File: config.mk
export PLATFORM = sky130hd
export DESIGN_NAME = shift_seq_ctrl
export DESIGN_NICKNAME = d
export VERILOG_FILES = /design/src/rtl/shift_seq_ctrl_pkg.sv /design/src/rtl/shift_seq_ctrl_step_dec.sv /design/src/rtl/shift_seq_ctrl.sv
export SDC_FILE = /design/constraint.sdc
export NUM_CORES = 1
export LEC_CHECK = 0
export ABC_AREA = 1
export ABC_CLOCK_PERIOD_IN_PS = 1650
export BUFFER_PORTS_ARGS = -buffer_cell sky130_fd_sc_hd__buf_2
export CORE_UTILIZATION = 45
export DETAILED_ROUTE_END_ITERATION = 6
export GPL_TIMING_DRIVEN = 0
export PLACE_DENSITY = 0.73
export REMOVE_ABC_BUFFERS = 1
export SLEW_MARGIN = 20
export SYNTH_ARGS = -nofsm -noshare
export SYNTH_HDL_FRONTEND = slang
export SYNTH_SLANG_ARGS = --single-unit
File: constraint.sdc
create_clock -name clk -period 1.65 [get_ports clk]
set_input_delay 0.4125 -clock clk [delete_from_list [all_inputs] [get_ports clk]]
set_output_delay 0.4125 -clock clk [all_outputs]
set_load 0.05 [all_outputs]
File: src/rtl/shift_seq_ctrl_pkg.sv
// Shared definitions for sequencers that drive the 8-bit shift register stage.
// Holds the register's sel encoding, the sequencer state type and the step-decode record.
package shift_seq_ctrl_pkg;

    // Same encoding the shift register decodes on its sel input.
    localparam logic [1:0] SEL_LOAD = 2'b00;
    localparam logic [1:0] SEL_SHR3 = 2'b01;
    localparam logic [1:0] SEL_SHR2 = 2'b10;
    localparam logic [1:0] SEL_SHR1 = 2'b11;

    typedef enum logic [1:0] {
        IDLE  = 2'd0,
        SHIFT = 2'd1,
        DONE  = 2'd2
    } state_t;

    // One greedy step: the code to drive, the amount left afterwards, and the shift applied.
    typedef struct packed {
        logic [1:0] sel;
        logic [2:0] next_rem;
        logic [1:0] shamt;
    } step_t;

    function automatic step_t greedy_step(input logic [2:0] rem);
        step_t s;
        s = '{sel: SEL_LOAD, next_rem: 3'd0, shamt: 2'd0};
        if (rem >= 3'd3) begin
            s.sel      = SEL_SHR3;
            s.next_rem = rem - 3'd3;
            s.shamt    = 2'd3;
        end else if (rem == 3'd2) begin
            s.sel   = SEL_SHR2;
            s.shamt = 2'd2;
        end else if (rem == 3'd1) begin
            s.sel   = SEL_SHR1;
            s.shamt = 2'd1;
        end
        return s;
    endfunction

endpackage

File: src/rtl/shift_seq_ctrl_step_dec.sv
// Combinational greedy decoder: remaining right-shift amount -> one 3/2/1 step.
// Shared by any sequencer that drives the same shift register.
module shift_step_dec
    import shift_seq_ctrl_pkg::*;
(
    input  logic [2:0] rem,
    output logic [1:0] sel,
    output logic [2:0] next_rem,
    output logic [1:0] shamt
);

    step_t step;

    // NOTE: every output of a combinational block gets a value on every path,
    // otherwise synthesis infers a latch to hold the old value.
    always_comb begin
        step     = greedy_step(rem);
        sel      = step.sel;
        next_rem = step.next_rem;
        shamt    = step.shamt;
    end

endmodule

File: src/rtl/shift_seq_ctrl.sv
// Sequencer for the 8-bit shift register: loads a byte, then right-shifts it by a
// total amount in greedy 3/2/1 steps, keeping a shadow of the register contents.
module shift_seq_ctrl
    import shift_seq_ctrl_pkg::*;
(
    input  logic       clk,
    input  logic       rst_n,
    input  logic       start,
    input  logic [7:0] data_in,
    input  logic [2:0] amount,
    output logic       busy,
    output logic       done,
    output logic [1:0] sel,
    output logic [7:0] sr_in,
    // Shadow of the register's out; named "expected" because "expect" is a reserved word.
    output logic [7:0] expected
);

    state_t     state;
    logic [2:0] rem;
    logic [7:0] shadow;

    logic [1:0] step_sel;
    logic [2:0] step_next_rem;
    logic [1:0] step_shamt;

    shift_step_dec u_step_dec (
        .rem      (rem),
        .sel      (step_sel),
        .next_rem (step_next_rem),
        .shamt    (step_shamt)
    );

    // NOTE: sequential state uses non-blocking assignments so every register
    // samples pre-edge values, independent of statement order.
    always_ff @(posedge clk) begin
        if (!rst_n) begin
            state  <= IDLE;
            shadow <= '0;
            rem    <= '0;
            busy   <= 1'b0;
            done   <= 1'b0;
        end else begin
            case (state)
                IDLE: begin
                    busy <= 1'b0;
                    done <= 1'b0;
                    if (start) begin
                        shadow <= data_in;
                        rem    <= amount;
                        busy   <= 1'b1;
                        if (amount != 3'd0) begin
                            state <= SHIFT;
                        end else begin
                            state <= DONE;
                            done  <= 1'b1;
                        end
                    end
                end
                SHIFT: begin
                    shadow <= shadow >> step_shamt;
                    rem    <= step_next_rem;
                    if (step_next_rem == 3'd0) begin
                        state <= DONE;
                        done  <= 1'b1;
                    end
                end
                DONE: begin
                    state <= IDLE;
                    busy  <= 1'b0;
                    done  <= 1'b0;
                end
                default: begin
                    state <= IDLE;
                    busy  <= 1'b0;
                    done  <= 1'b0;
                end
            endcase
        end
    end

    // The register has no hold code, so anything other than a shift step reloads the shadow.
    // During reset a zero load clears the register on the same edge as the sequencer.
    always_comb begin
        sel   = SEL_LOAD;
        sr_in = shadow;
        if (!rst_n) begin
            sr_in = '0;
        end else if (state == SHIFT) begin
            sel = step_sel;
        end else if (state == IDLE && start) begin
            sr_in = data_in;
        end
    end

    assign expected = shadow;

endmodule

==> results.toml <==
[final_layout]
fill_cells = 155
fin_nets = 245
areaGrowthSynthToFinish_pct = 63.8
num_antenna_cells = 0
drive_gt1_share_pct = 52.7
final_cells = 254

[worst_setup_path]
r2r_setup_slack_ps = -70
worstSetupPathType = "reg2out"
cp_top_family = "buffers and inverters"
path_cells = "inv_2, nand2_4, nor2_4, clkinvlp_4, o21ai_1, a21oi_1, buf_4"
crit_fanout = 8
cp.arrival_ps = 1670
r2r_end = "expected[0]$_SDFFE_PN0P_"
cp.required_ps = 1240
crit_buf_inv = 3
r2r_cells = 13
reg2reg_from = "rem[1]$_SDFFE_PN0P_"
cp-start-kind = "register"
cp_slowest_cell = "dfxtp_4"
critPathCaptureType = "primary output"
critPathMaxStageDelay_ps = 360

[routing]
totalWireLength_mm = 4.40
num_vias = 1556
drtIter0Drc = 84
drc_errors = 0
firstDrtPassIters = 7
ant_nets = 0
viasPerCell = 6.13
wire_per_inst_um = 17.3

[timing]
skew_ps = 6.01
layout_setup_ws_ps = -430
final_max_slew_viol_count = 0
worst_pin_slew_ps = 390
hold_viol_final = 0
rsz0062_at_grt = "true"
min_period_ps = 2080
slew_headroom_pct = 74.0
fin_crit_sh_pct = 126
fmax_mhz = 481
finalSetupViolCount = 15

[logic_synthesis]
syn_inst = 171
yosys_warnings = 0
synth-seq-cells = 15
syn_area_um2 = 1100
yosysSeqAreaShare_pct = 27.3
ys_types = 26
postSynthAreaPerCell_um2 = 6.44

[clock_tree]
numCtsBuffers = 3
insertion_delay_ps = 300
root_buffer = "clkbuf_4"
clk_pin_slew_ps = 110
cts_tree = "yes"
clock_path_buffers = 2
holdBufCountCts = 0
cts_num_sinks = 15
cts_htree_levels = 1

[hold_path]
min_from = "amount[1]"
hp-class = "in2reg"
hold_end = "rem[1]$_SDFFE_PN0P_"
holdPathStages = 3

[pwr]
p_int_uw = 917
pwr-share-clk_pct = 12.4
power_switching_uw = 978
p_per_area_nw_per_um2 = 1050
vdd_drop_max_mv = 0.985
power.total_uw = 1890
p_sw_share_pct = 51.6
p_seq_share_pct = 24.3
total_leakage_power_uw = 0.000847
combPwrFrac_pct = 63.3

[floorplanning]
die_x_um = 51.5
placementRows = 17
core-area_um2 = 2250
io_pins = 34
initial_core_util_pct = 48.8
fp.dieArea_um2 = 2650
die_h_um = 51.5

[place]
place_ws_ps = -498
dp_cells = 229
gp_congestion = 0.914
place_hpwl_mm = 2.07
io_buffer_count = 33

[global_routing]
overflow = 0
grt_max_degree = 18
antenna_found_initial = 0
grt_pass1_vias = 1366
grt_pass1_wl_mm = 6.03
track_usage_pct = 30.3

[run_status]
status = "finished, violations left"
violations = "negative setup slack"

[job]
drv_cap = 0
## cells by family (layout without fill, tap and decap cells)
kind of cell,Yosys count,count (layout),synth area share [%]
AO/OA/AOI/OAI,43,43,20.6
flip-flops,15,15,27.3
AND/OR/NAND/NOR,78,78,35.8
adder cells (fa/ha/maj),4,4,4.55
buffers and inverters,31,86,11.8
## cell type report
class	instances	area [um^2]	area share [%]
timing repair buffer	53	410	22.8
clock buffer	3	22.5	1.25
clock inverter	1	5.00	0.278
inverter	28	126	7.01
tap	28	35.0	1.94
sequential	15	313	17.3
timing repair inverter	1	7.51	0.416
multi-input combinational	125	883	49.0
## cell usage in the layout, fill, tap and decap left out, drive strengths merged
master | Yosys | final
buf | 2 | 53
nand2 | 36 | 36
inv | 27 | 27
nand3 | 21 | 21
o21ai | 21 | 21
a21oi | 18 | 18
nor2 | 16 | 16
dfxtp | 15 | 15
ha | 4 | 4
nor3 | 4 | 4
clkbuf | 1 | 3
clkinvlp | 0 | 2
a21boi | 2 | 2
a31oi | 2 | 2
nand4 | 1 | 1
clkinv | 1 | 1
## metrics by stage
step	instance area [um^2]	setup TNS [ps]	hold slack, ps	utilization [%]
final	1800	-3590	404	80.0
after global routing	1800	-4680	419	80.0
after CTS	1640	-5840	401	72.8
after detailed placement	1280	-2910	469	56.7
after global placement	1280	-2360	464	56.7
after floorplan	1080	-4910	478	-
## cells in the mapped netlist
| master | number | share of area [%] |
|---|---|---|
| a21oi_1 | 17 | 7.7 |
| nand4_1 | 1 | 0.57 |
| a21boi_0 | 2 | 1.4 |
| o21ai_1 | 1 | 0.45 |
| buf_4 | 1 | 0.68 |
| buf_6 | 1 | 1.0 |
| ha_1 | 4 | 4.5 |
| a31oi_1 | 2 | 1.1 |
| nor3_2 | 1 | 0.91 |
| inv_4 | 1 | 0.57 |
| nor2_1 | 11 | 3.8 |
| nand2_1 | 33 | 11 |
| inv_2 | 5 | 1.7 |
| clkinv_1 | 1 | 0.34 |
| nand2_2 | 2 | 1.1 |
| nor2_2 | 1 | 0.57 |
| clkbuf_1 | 1 | 0.34 |
| nor2_4 | 2 | 2.0 |
| nand3_1 | 21 | 9.5 |
| dfxtp_1 | 15 | 27 |
| a21oi_2 | 1 | 0.80 |
| nor3_1 | 3 | 1.4 |
| nand2_4 | 1 | 1.0 |
| o21ai_0 | 20 | 9.1 |
| nor2_8 | 2 | 3.6 |
| inv_1 | 21 | 7.2 |
## sequential cells by signal, indices dropped and copies added (netlist names)
| name | cells |
|---|---|
| busy | 1 |
| done | 1 |
| expected | 8 |
| rem | 3 |
| state | 2 |
## worst reg2reg max path, stage by stage (launching register included)
cell,delay [ps]
dfxtp_4,370
ha_4,160
ha_4,160
nor2_4,90
nand2_2,90
inv_4,80
buf_12,100
nand2_4,50
buf_4,160
nand2_2,90
nand2_1,70
nor2_1,110
nor2_1,50
nor2_1,90
## layer usage
layer | GRT usage, % | share of wire (%)
met1 | 35.4 | 37
met2 | 52.4 | 49
met3 | 6.55 | 8.3
met4 | 13.5 | 4.8
met5 | 0 | 0
## timing repair
| item | CTS | global route |
|---|---|---|
| gates resized for setup | 50 | 44 |
| pin swaps | 9 | 19 |
| gates cloned | 1 | 0 |
| endpoints found under the setup margin | 19 | 19 |
| endpoints found under the hold margin | 0 | 0 |
| setup buffers | 21 | 5 |
## how the worst max path moves through the flow
stage,depth (start not counted),slack [ps],endpoint,startpoint
finish,7,-430,sr_in[6],state[1]$_SDFFE_PN0P_
CTS,8,-480,sel[1],rem[0]$_SDFFE_PN0P_
detailed placement,8,-500,sel[1],rem[0]$_SDFFE_PN0P_
global placement,8,-460,sel[1],rem[0]$_SDFFE_PN0P_
floorplan,7,-960,sel[1],rem[0]$_SDFFE_PN0P_
global route,7,-500,sr_in[6],state[1]$_SDFFE_PN0P_
## power groups by stage
stage	Combinational [uW]	Clock (uW)	Sequential [uW]
final	1200	235	460
after global routing	1260	247	465
after floorplan	476	0	597
after CTS	996	231	456
after global placement	765	0	462
after detailed placement	779	0	465
Power figures use the tool's default switching activity.
